==> src/rtl/seq_select_3b_if.sv <==
// Control and select bundle between a sequencer owner (master) and the
// 3-bit select sequencer (slave). Clock and reset stay outside the bundle.
interface seq_select_3b_if;
  logic       start;
  logic       stop;
  logic       dir;
  logic       mode;
  logic       step_en;
  logic       load;
  logic [2:0] load_val;
  logic       x;
  logic       y;
  logic       z;
  logic       busy;
  logic       done;
  logic       wrap;

  modport master (
    output start, stop, dir, mode, step_en, load, load_val,
    input  x, y, z, busy, done, wrap
  );

  modport slave (
    input  start, stop, dir, mode, step_en, load, load_val,
    output x, y, z, busy, done, wrap
  );
endinterface

==> src/rtl/seq_select_3b.sv <==
// 3-bit select sequencer: steps {x,y,z} up or down once every DIV enabled
// clocks, one-shot or wrapping, for a downstream 3-to-8 decoder.
//
// state  | meaning
// -------+-----------------------------------------------------------
// IDLE   | waiting for start; load presets the select value
// RUN    | prescaler counting, select stepping on each tick
// DONE   | one-cycle completion pulse after a one-shot terminal tick
module seq_select_3b #(
  parameter int DIV = 4
) (
  input  logic            clk,
  input  logic            rst_n,
  seq_select_3b_if.slave  bus
);

  typedef enum logic [1:0] {
    S_IDLE = 2'd0,
    S_RUN  = 2'd1,
    S_DONE = 2'd2
  } state_t;

  localparam logic [3:0] PRE_LAST = 4'(DIV - 1);

  state_t     state_q;
  logic [3:0] pre_q;
  logic [2:0] sel_q;
  logic       busy_q;
  logic       done_q;
  logic       wrap_q;

  // Terminal value depends on direction: 7 when counting up, 0 when down.
  logic       at_term;
  logic [2:0] sel_step;
  assign at_term  = bus.dir ? (sel_q == 3'd0) : (sel_q == 3'd7);
  assign sel_step = bus.dir ? (sel_q - 3'd1) : (sel_q + 3'd1);

  // Sequencer FSM with prescaler, select register and registered flags.
  always_ff @(posedge clk or negedge rst_n) begin
    if (!rst_n) begin
      state_q <= S_IDLE;
      pre_q   <= 4'd0;
      sel_q   <= 3'd0;
      busy_q  <= 1'b0;
      done_q  <= 1'b0;
      wrap_q  <= 1'b0;
    end else begin
      done_q <= 1'b0;
      wrap_q <= 1'b0;
      case (state_q)
        S_IDLE: begin
          pre_q <= 4'd0;
          if (bus.load) sel_q <= bus.load_val;
          if (bus.start) begin
            state_q <= S_RUN;
            busy_q  <= 1'b1;
          end
        end
        S_RUN: begin
          // stop outranks a coincident tick: no step, no pulses
          if (bus.stop) begin
            state_q <= S_IDLE;
            busy_q  <= 1'b0;
            pre_q   <= 4'd0;
          end else if (bus.step_en) begin
            if (pre_q == PRE_LAST) begin
              pre_q <= 4'd0;
              if (at_term && !bus.mode) begin
                // one-shot end: select holds at the terminal value
                state_q <= S_DONE;
                busy_q  <= 1'b0;
                done_q  <= 1'b1;
              end else begin
                sel_q  <= sel_step;
                wrap_q <= at_term;
              end
            end else begin
              pre_q <= pre_q + 4'd1;
            end
          end
        end
        S_DONE: begin
          state_q <= S_IDLE;
          busy_q  <= 1'b0;
        end
        default: begin
          state_q <= S_IDLE;
          busy_q  <= 1'b0;
          pre_q   <= 4'd0;
        end
      endcase
    end
  end

  assign bus.x    = sel_q[2];
  assign bus.y    = sel_q[1];
  assign bus.z    = sel_q[0];
  assign bus.busy = busy_q;
  assign bus.done = done_q;
  assign bus.wrap = wrap_q;

endmodule

==> src/flat_wrapper.sv <==
// flat-port wrapper written by rule: the top's interface ports become plain ports
module seq_select_3b_flat 
#(
  parameter int DIV = 4
)
  (clk, rst_n, bus_start, bus_stop, bus_dir, bus_mode, bus_step_en, bus_load, bus_load_val, bus_x, bus_y, bus_z, bus_busy, bus_done, bus_wrap);
  seq_select_3b_if bus_i ();
  input  logic clk;
  input  logic rst_n;
  input wire logic [$bits(bus_i.start)-1:0] bus_start;
  input wire logic [$bits(bus_i.stop)-1:0] bus_stop;
  input wire logic [$bits(bus_i.dir)-1:0] bus_dir;
  input wire logic [$bits(bus_i.mode)-1:0] bus_mode;
  input wire logic [$bits(bus_i.step_en)-1:0] bus_step_en;
  input wire logic [$bits(bus_i.load)-1:0] bus_load;
  input wire logic [$bits(bus_i.load_val)-1:0] bus_load_val;
  output wire logic [$bits(bus_i.x)-1:0] bus_x;
  output wire logic [$bits(bus_i.y)-1:0] bus_y;
  output wire logic [$bits(bus_i.z)-1:0] bus_z;
  output wire logic [$bits(bus_i.busy)-1:0] bus_busy;
  output wire logic [$bits(bus_i.done)-1:0] bus_done;
  output wire logic [$bits(bus_i.wrap)-1:0] bus_wrap;
  assign bus_i.start = bus_start;
  assign bus_i.stop = bus_stop;
  assign bus_i.dir = bus_dir;
  assign bus_i.mode = bus_mode;
  assign bus_i.step_en = bus_step_en;
  assign bus_i.load = bus_load;
  assign bus_i.load_val = bus_load_val;
  assign bus_x = bus_i.x;
  assign bus_y = bus_i.y;
  assign bus_z = bus_i.z;
  assign bus_busy = bus_i.busy;
  assign bus_done = bus_i.done;
  assign bus_wrap = bus_i.wrap;
  seq_select_3b #(.DIV(DIV)) u_core (.clk(clk), .rst_n(rst_n), .bus(bus_i));
endmodule
==> config.mk <==
export PLATFORM = sky130hd
export DESIGN_NAME = seq_select_3b_flat
export DESIGN_NICKNAME = d
export VERILOG_FILES = /design/src/rtl/seq_select_3b_if.sv /design/src/rtl/seq_select_3b.sv /design/src/flat_wrapper.sv
export SDC_FILE = /design/constraint.sdc
export NUM_CORES = 1
export LEC_CHECK = 0
export BUFFER_PORTS_ARGS = -buffer_cell sky130_fd_sc_hd__buf_2
export CORE_AREA = 4 4 42 44
export DETAILED_ROUTE_END_ITERATION = 6
export DIE_AREA = 0 0 46 48
export GPL_ROUTABILITY_DRIVEN = 0
export PLACE_DENSITY = 0.8
export SETUP_SLACK_MARGIN = 0.02
export SYNTH_ARGS = -nofsm -noshare
export SYNTH_HDL_FRONTEND = slang
export SYNTH_SLANG_ARGS = --single-unit
==> constraint.sdc <==
create_clock -name clk -period 4.2 [get_ports clk]
set_input_delay 0.42 -clock clk [delete_from_list [all_inputs] [get_ports clk]]
set_output_delay 0.42 -clock clk [all_outputs]
set_load 0.005 [all_outputs]
==> insert_results.sql <==
INSERT INTO impl_metrics (metric_group, metric, value, unit) VALUES
('outcome', 'outcome', 'finished clean', ''),
('die', 'fp.dieH', '48', 'um'),
('clock_tree', 'numCtsBuffers', '3', ''),
('die', 'io_pins', '17', ''),
('global_route', 'antenna_found_initial', '0', ''),
('clock_tree', 'clk_latency', '0.27', 'ns'),
('finish', 'antenna-diode-count', '0', ''),
('synthesis', 'synthesis.area_per_instance', '10.1', 'um^2'),
('die', 'floorplan.rows', '14', ''),
('power_and_ir_drop', 'power_frac_seq', '40.2', '%'),
('power_and_ir_drop', 'power.switching_fraction', '40.7', '%'),
('finish', 'flow.area_growth_from_synthesis', '16.6', '%'),
('route', 'detailedRoute.firstPassIterationCount', '4', ''),
('synthesis', 'synth_top_area_share', '42.0', '%'),
('global_route', 'grt_max_degree', '13', ''),
('synthesis', 'ys_top_cells_by_area', 'dfrtp_1, o21ai_0, o41ai_4', ''),
('die', 'initial_core_util', '49.8', '%'),
('critical_path', 'r2r.worst_path.cells', '5', ''),
('critical_path', 'cp-startpoint', 'u_core.pre_q[0]', ''),
('power_and_ir_drop', 'irDropWorstVdd', '0.250', 'mV'),
('finish', 'fin_util', '58.1', '%'),
('place', 'io_port_bufs', '16', ''),
('timing', 'min_period_over_period', '44.3', '%'),
('global_route', 'grt_first_pass_wirelength', '2.33', 'mm'),
('route', 'met3_wirelength', '100', 'um'),
('synthesis', 'synth_cell_types', '29', ''),
('route', 'post_route_antenna_net_violation_count', '0', ''),
('clock_tree', 'cts_tree', 'built', ''),
('finish', 'multiInputGateArea', '385', 'um^2'),
('finish', 'regArea', '300', 'um^2'),
('critical_path', 'setup.worst_path.class', 'reg -> reg', ''),
('critical_path', 'crit_family', 'simple AND/OR/NAND/NOR gates', ''),
('finish', 'layout-drive-gt1-share', '28.1', '%'),
('die', 'floorplan.core_area', '0.00144', 'mm^2'),
('worst_hold_path', 'holdCritPathClass', 'in -> async', ''),
('timing', 'final_number_of_max_transition_violations', '0', ''),
('timing', 'max_slew_margin', '55.7', '%'),
('critical_path', 'critical-path-max-stage-delay', '0.39', 'ns'),
('global_route', 'global_route.usage.total', '15.1', '%'),
('timing', 'hold_viol', '0', ''),
('finish', 'final_nets', '104', ''),
('critical_path', 'worstPathRequired', '4.36', 'ns'),
('clock_tree', 'hold_buffers', '0', ''),
('timing', 'worst_pin_slew', '0.657', 'ns'),
('route', 'dr_wl_met2', '679', 'um'),
('critical_path', 'start_kind', 'flip-flop', ''),
('power_and_ir_drop', 'cell_internal_pwr', '288', 'uW'),
('synthesis', 'syn-cell-area', '716', 'um^2'),
('global_route', 'globalRouteOverflowTotal', '0', ''),
('clock_tree', 'setup_fix_buffers_added_after_clock_tree_synthesis', '0', ''),
('clock_tree', 'cts.htree.levels', '1', ''),
('route', 'drc', '0', ''),
('timing', 'report.final.setup_viol', '0', ''),
('clock_tree', 'cts.reportedPaths.clkPinSlew', '0.07', 'ns'),
('clock_tree', 'root_buffer', 'clkbuf_4', ''),
('critical_path', 'crit_buf_inv', '0', ''),
('timing', 'fin_setup_tns', '0', 'ns'),
('critical_path', 'r2r_start', 'u_core.pre_q[0]', ''),
('critical_path', 'cpMaxStageDelayCell', 'dfrtp_1', ''),
('power_and_ir_drop', 'cellLeakagePower', '0.000385', 'uW'),
('clock_tree', 'clockBufferDepth', '2', ''),
('route', 'route.layer.met1.wl', '615', 'um'),
('timing', 'rsz0062_at_grt', 'no', ''),
('synthesis', 'yosysSeqAreaShare', '42.0', '%'),
('power_and_ir_drop', 'switching_pwr', '198', 'uW'),
('route', 'post_drt_wl_per_cell', '13.5', 'um'),
('critical_path', 'endpoint_kind', 'flip-flop', ''),
('critical_path', 'path_cells', 'ha_1, nor3b_1, nand3_2, a32oi_2, mux2_4', ''),
('synthesis', 'yosysWarnings', '0', ''),
('power_and_ir_drop', 'p_clk_share', '14.5', '%'),
('job', 'maxCapViolCount', '0', '');
worst min path at each step:
stage	to	from	depth (start not counted)
after detailed placement	u_core.sel_q[0]	rst_n	1
after floorplan	u_core.bus.busy	rst_n	0
final	u_core.state_q[0]	rst_n	1
after global routing	u_core.state_q[0]	rst_n	1
after global placement	u_core.pre_q[3]	rst_n	1
after CTS	u_core.state_q[0]	rst_n	1
kinds of logic after synthesis:
group / Yosys count / share of synthesized area [%]
and+or+nand+nor: 27 / 23.3
adders and majority gates: 2 / 4.55
AOI/OAI and AO/OA: 17 / 18.7
DFF: 12 / 42.0
xor gates and xnor gates: 2 / 2.45
muxes: 3 / 4.89
buffers and inverters: 8 / 4.20
cell type report:
class                      count  share of cell area (%)
inverter                       7                    3.15
tap                           16                    2.40
multi-input combinational     51                    46.2
clock buffer                   3                    2.70
sequential                    12                    36.0
timing repair buffer          16                    9.60
power by group through the flow:
stage	sequential, uW	combinational (uW)	clock (uW)
3_3_place_gp	195	211	0
4_1_cts	195	224	70.6
5_1_grt	202	250	75.2
2_1_floorplan	192	162	0
6_report	195	220	70.6
3_5_place_dp	197	222	0
worst register-to-register path, cell delays in order (launching register included):
cell and delay, ns:
dfrtp_1 0.39, ha_1 0.20, nor3b_1 0.36, nand3_2 0.15
a32oi_2 0.31, mux2_4 0.34
metrics by stage:
step	setup WS (ns)	hold slack (ns)	total power, uW	cell area [um^2]	instances
2_1_floorplan	2.51	0.124	354	716	71
3_3_place_gp	2.44	0.309	406	812	102
3_5_place_dp	2.36	0.312	419	812	102
4_1_cts	2.35	0.0210	489	835	105
5_1_grt	2.23	0.0334	527	835	105
6_report	2.34	0.0129	486	835	105
cells in the final DEF, fill, tap and decap left out:
cell       n
a21boi_0   1
a21oi_1    4
a221o_2    1
a32o_1     1
a32oi_2    1
buf_2     16
clkbuf_4   3
dfrtp_1   12
fa_1       1
ha_1       1
inv_1      7
mux2_4     1
mux2i_1    2
nand2_1    6
nand2b_1   3
nand3_1    2
nand3_2    1
nand4_1    1
nand4b_1   2
nor2_1     4
nor3_1     3
nor3b_1    2
nor3b_4    1
o21ai_0    7
o22ai_1    1
o41ai_4    1
or2b_1     1
or4b_1     1
xnor2_1    1
xor2_1     1
flip-flops by register name, indices dropped and copies added (netlist names):
register and flops:
u_core.pre_q 4, u_core.bus.wrap 1, u_core.state_q 2, u_core.bus.done 1, u_core.bus.busy 1, u_core.sel_q 3
synth_stat cells, types with 2 or more instances:
| master | n |
|---|---|
| inv_1 | 7 |
| nor3b_1 | 2 |
| nand2b_1 | 3 |
| nand3_1 | 2 |
| a21oi_1 | 4 |
| dfrtp_1 | 12 |
| mux2i_1 | 2 |
| nand4b_1 | 2 |
| nor2_1 | 4 |
| nor3_1 | 3 |
| nand2_1 | 6 |
| o21ai_0 | 7 |
per-layer routing:
layer | vias to the layer above | track usage (%)
met5 | - | 0
met4 | 0 | 7.95
met3 | 2 | 2.26
met2 | 22 | 26.6
met1 | 284 | 17.5
li1 | 292 | -
Note: power is estimated with default switching activity, not from simulation.
